## config.mk

```make
export PLATFORM = sky130hd
export DESIGN_NAME = mem_port_arbiter
export DESIGN_NICKNAME = d
export VERILOG_FILES = /design/src/rtl/mem_port_arbiter.sv
export SDC_FILE = /design/constraint.sdc
export NUM_CORES = 1
export LEC_CHECK = 0
export ABC_AREA = 1
export CORE_AREA = 2 2 287 289
export DETAILED_ROUTE_END_ITERATION = 10
export DIE_AREA = 0 0 289 291
export PLACE_DENSITY_LB_ADDON = 0.05
export SLEW_MARGIN = 20
export SYNTH_ARGS = -nofsm -noshare
export SYNTH_HDL_FRONTEND = slang
export SYNTH_SLANG_ARGS = --single-unit
```

## constraint.sdc

```tcl
create_clock -name clk -period 2.2 [get_ports clk]
set_input_delay 0.44 -clock clk [delete_from_list [all_inputs] [get_ports clk]]
set_output_delay 0.44 -clock clk [all_outputs]
set_load 0.02 [all_outputs]
```

## src/rtl/mem_port_arbiter.sv

```systemverilog
// mem_port_arbiter
//   Shares one LINE_W-wide main-memory port between the I-cache refill path and
//   the D-cache refill/writeback path. Round-robin on simultaneous requests, one
//   transaction in flight at a time. A watchdog aborts any ISSUE phase that sees
//   no mem_ready within TIMEOUT cycles and raises a sticky error flag.
//
// Ports
//   clk, reset                 clock, synchronous active-high reset
//   reqI, reqAddrI             I-cache read request (level) and line address
//   rdataI, readyI             line to I-cache, 1-cycle completion pulse
//   reqD, weD, reqAddrD,       D-cache request (level), write enable, address,
//   wdataD                     writeback line
//   rdataD, readyD             line to D-cache (reads only), completion pulse
//   mem_req, mem_we, mem_addr, memory request side, held stable through ISSUE
//   mem_wdata
//   mem_rdata, mem_ready       memory response, sampled only while mem_req=1
//   grant_d                    owner of current/last transaction (0=I, 1=D)
//   err_timeout                sticky watchdog error, cleared only by reset
module mem_port_arbiter #(
    parameter int ADDR_W  = 32,
    parameter int LINE_W  = 128,
    parameter int TIMEOUT = 64
) (
    input  logic              clk,
    input  logic              reset,
    input  logic              reqI,
    input  logic [ADDR_W-1:0] reqAddrI,
    output logic [LINE_W-1:0] rdataI,
    output logic              readyI,
    input  logic              reqD,
    input  logic              weD,
    input  logic [ADDR_W-1:0] reqAddrD,
    input  logic [LINE_W-1:0] wdataD,
    output logic [LINE_W-1:0] rdataD,
    output logic              readyD,
    output logic              mem_req,
    output logic              mem_we,
    output logic [ADDR_W-1:0] mem_addr,
    output logic [LINE_W-1:0] mem_wdata,
    input  logic [LINE_W-1:0] mem_rdata,
    input  logic              mem_ready,
    output logic              grant_d,
    output logic              err_timeout
);

    localparam int CNT_W = (TIMEOUT > 2) ? $clog2(TIMEOUT) : 1;

    typedef enum logic [1:0] {IDLE, ISSUE, RESP} state_t;

    state_t              state_q;
    logic                last_d_q;
    logic [CNT_W-1:0]    cnt_q;
    logic                grant_d_q, mem_req_q, mem_we_q, readyI_q, readyD_q, err_q;
    logic [ADDR_W-1:0]   mem_addr_q;
    logic [LINE_W-1:0]   mem_wdata_q, rdataI_q, rdataD_q;

    // D wins when it is the only requester, or on a tie when I was served last.
    logic pick_d;
    assign pick_d = reqD && (!reqI || !last_d_q);

    always_ff @(posedge clk) begin
        if (reset) begin
            state_q     <= IDLE;
            last_d_q    <= 1'b1;   // first tie goes to I
            cnt_q       <= '0;
            grant_d_q   <= 1'b0;
            mem_req_q   <= 1'b0;
            mem_we_q    <= 1'b0;
            mem_addr_q  <= '0;
            mem_wdata_q <= '0;
            rdataI_q    <= '0;
            rdataD_q    <= '0;
            readyI_q    <= 1'b0;
            readyD_q    <= 1'b0;
            err_q       <= 1'b0;
        end else begin
            readyI_q <= 1'b0;
            readyD_q <= 1'b0;
            case (state_q)
                IDLE: begin
                    if (reqI || reqD) begin
                        grant_d_q   <= pick_d;
                        last_d_q    <= pick_d;
                        mem_addr_q  <= pick_d ? reqAddrD : reqAddrI;
                        mem_we_q    <= pick_d && weD;
                        mem_wdata_q <= pick_d ? wdataD : '0;
                        mem_req_q   <= 1'b1;
                        cnt_q       <= '0;
                        state_q     <= ISSUE;
                    end
                end
                ISSUE: begin
                    if (mem_ready || cnt_q == CNT_W'(TIMEOUT - 1)) begin
                        // On abort the owner gets an all-zero line instead of data.
                        if (!mem_we_q) begin
                            if (grant_d_q) rdataD_q <= mem_ready ? mem_rdata : '0;
                            else           rdataI_q <= mem_ready ? mem_rdata : '0;
                        end
                        if (!mem_ready) err_q <= 1'b1;
                        readyI_q  <= !grant_d_q;
                        readyD_q  <= grant_d_q;
                        mem_req_q <= 1'b0;
                        state_q   <= RESP;
                    end else begin
                        cnt_q <= cnt_q + CNT_W'(1);
                    end
                end
                RESP:    state_q <= IDLE;
                default: state_q <= IDLE;
            endcase
        end
    end

    assign rdataI      = rdataI_q;
    assign readyI      = readyI_q;
    assign rdataD      = rdataD_q;
    assign readyD      = readyD_q;
    assign mem_req     = mem_req_q;
    assign mem_we      = mem_we_q;
    assign mem_addr    = mem_addr_q;
    assign mem_wdata   = mem_wdata_q;
    assign grant_d     = grant_d_q;
    assign err_timeout = err_q;

endmodule

```

==> impl_metrics.yaml <==
status:
  outcome: "finished clean"
sta:
  setup-tns-final_ps: 0
  tightestPinTransition_ps: 720.2
  setup_viol: 0
  fin_crit_ps: 2125
  worst_slack_ps: 75.15
  rsz0062_at_grt: "false"
  fmax_ghz: 0.4706
  max_slew_margin_pct: 51.99
  fin_worst_skew_ps: 26.33
  timing.hold.ws_ps: 241.3
  maxSlewViolCount: 0
  fin_crit_sh_pct: 96.58
  hold_viol: 0
clocking:
  clockRootBuffer: "clkbuf_16"
  cts.htree.levels: 2
  clkTransAtPathRegs_ps: 60
  cts_setup_buffers: 0
  clockBufferDepth: 3
  tritoncts: "done"
  clock_sinks: 431
  numCtsBuffers: 55
  insertion_delay_ps: 610
  ctsHoldBuffers: 0
routing:
  routed_wl_um: 80300
  drt-pass1-iter-count: 5
  vias: 19020
  route.detailed.drc: 0
  viasPerCell: 4.140
  routedWlPerCell_um: 17.48
  drtIter0Drc: 789
  antenna_left: 0
setup_path:
  cp-end-kind: "output pin"
  ff2ff_setup_slack_ps: 210
  path_cells: "clkdlybuf4s50_1"
  cp_top_family: "buffers and inverters"
  r2r_end: "rdataD[86]$_SDFFE_PP0P_"
  reg2reg_depth: 7
  startpoint_type: "flip-flop"
  slowest_stage: "clkdlybuf4s50_1"
  reg2reg_from: "cnt_q[1]$_SDFFE_PP0P_"
  slowest_delay_ps: 740
  crit_required_ps: 1760
  worstPathMaxFanout: 2
  path_class: "reg2out"
  worst-path-buf-inv: 1
  worstPathArrival_ps: 1680
placement:
  place_inst: 4495
  gp_congestion: 0.8171
  port_buffers: 747
  hpwl_um: 56470
  post-place-ws_ps: 167.6
logic_synthesis:
  ys_seq_area_share_pct: 46.68
  syn_area_per_cell_um2: 6.530
  synth_top_area_cell: "dfxtp_1"
  synth_most_common_cell: "nand2_1"
  synth_edf_count: 0
  synth_nets: 3158
  async_flop_share_pct: 0
  netlist_instances: 2831
  ys_warn_count: 0
  synth_top_area_share_pct: 46.68
  ys_ff_latch: 431
  synthesis.area_um2: 18490
  ys.flop_type: "dfxtp_1"
  synthDistinctLibCells: 20
  synth_common_cells: "nand2_1, inv_1, dfxtp_1"
  yosys-top-cells-area: "dfxtp_1, nand2_1, inv_1, nor2_1, nand4_1"
global_route:
  antenna_found_initial: 11
  grt_max_degree: 139
  grt_pass1_vias: 18700
  grt_pass1_wl_um: 119200
  overflow: 0
  grt.total_usage_pct: 18.47
die:
  die-area_um2: 84100
  die_width_um: 289
  start_util_pct: 22.77
  core_um2: 81190
  row_count: 105
  die-height_um: 291
  boundaryPins: 748
cells_and_area:
  final_layout_size_suffix_gt1_share_pct: 3.949
  final_cells: 4595
  synthToLayoutAreaGrowth_pct: 57.01
  finish.net_count: 3809
power_and_ir_drop:
  p_leak_nw: 12.88
  powerDensity_nw_per_um2: 749.3
  vdd_ir_drop_max_mv: 0.6189
  finalPower_mw: 21.75
hold_path:
  min_from: "reset"
  hp-class: "in2reg"
  hold_depth: 4
  min_delay_worst_endpoint: "rdataI[1]$_SDFFE_PP0P_"
flow_run:
  cap_viol_max_count: 0
[cell usage in the layout (no fill, tap or decap), drive strengths merged]
cell | netlist | final
buf | 86 | 40
ha | 1 | 1
nand2 | 990 | 990
a21oi | 139 | 139
dlymetal6s2s | 0 | 3
nand4 | 151 | 151
nor2 | 375 | 375
o21ai | 34 | 34
nand3 | 10 | 10
dlygate4sd2 | 0 | 8
clkbuf | 105 | 72
a31oi | 33 | 33
clkdlybuf4s50 | 0 | 734
diode | 0 | 5
nor3 | 2 | 2
dfxtp | 431 | 431
bufinv | 0 | 7
clkinvlp | 0 | 1
clkinv | 0 | 14
o21bai | 1 | 1
inv | 473 | 474
[sequential cells by signal, indices dropped and copies added (netlist names), 2 cells and up]
register,flops
rdataD,128
mem_addr,32
cnt_q,6
mem_wdata,128
state_q,2
rdataI,128
[metal layers]
| layer | up-vias | part of all wire (%) | track usage (%) |
|---|---|---|---|
| met3 | 102 | 8.7 | 6.857 |
| met5 | - | 0.11 | 0 |
| met1 | 8602 | 40 | 20.93 |
| met2 | 519 | 49 | 32.52 |
| li1 | 9787 | - | - |
| met4 | 12 | 2.3 | 4.463 |
[logic make-up after synthesis]
logic type      Yosys count  share of synthesized area [%]
simple gates           1528                          33.22
buf+inv                 664                          14.19
flops                   431                          46.68
compound gates          207                          5.841
fa+ha+maj                 1                        0.06768
[report_power, final]
group | switching (mW) | internal (mW)
clock network | 3.66 | 5.73
registers | 0.216 | 8.21
logic | 2.19 | 1.72
[worst max path at each step]
| stage | start | end | slack [ps] | depth (start not counted) |
|---|---|---|---|---|
| final | rdataD[119]$_SDFFE_PP0P_ | rdataD[119] | 80 | 1 |
| after global routing | rdataD[14]$_SDFFE_PP0P_ | rdataD[14] | 1 | 1 |
| after CTS | rdataD[14]$_SDFFE_PP0P_ | rdataD[14] | 10 | 1 |
| after detailed placement | reqD | mem_wdata[51]$_SDFFE_PP0P_ | 170 | 7 |
| after global placement | reqI | mem_wdata[52]$_SDFFE_PP0P_ | 190 | 8 |
| after floorplan | cnt_q[0]$_SDFFE_PP0P_ | rdataD[106]$_SDFFE_PP0P_ | 570 | 9 |
[timing repair]
action                                  in CTS  in global routing
resized for setup                            8                  3
pin swaps                                    0                  0
endpoints found under the setup margin       8                  3
[worst min-delay path, stage by stage]
cell and delay [ps]:
buf_4 130, inv_8 110, nand2_1 100, nor2_1 30
[per-stage QoR]
stage / util, % / instance area, um^2
detailed placement: 33.44 / 27150
floorplan: - / 18490
global placement: 33.44 / 27150
global route: 35.74 / 29020
CTS: 35.72 / 29000
finish: 35.75 / 29020
[cell type report]
cell class | instances | area, um^2
flip-flops and latches | 431 | 8628
inverters | 473 | 1788
multi-input cells | 1736 | 7291
clock inverters | 23 | 307.8
repair buffers | 785 | 8105
fillers | 8537 | 52170
well taps | 1070 | 1339
clock buffers | 72 | 1551
diodes | 5 | 12.51
Note: power is estimated with default switching activity, not from simulation.
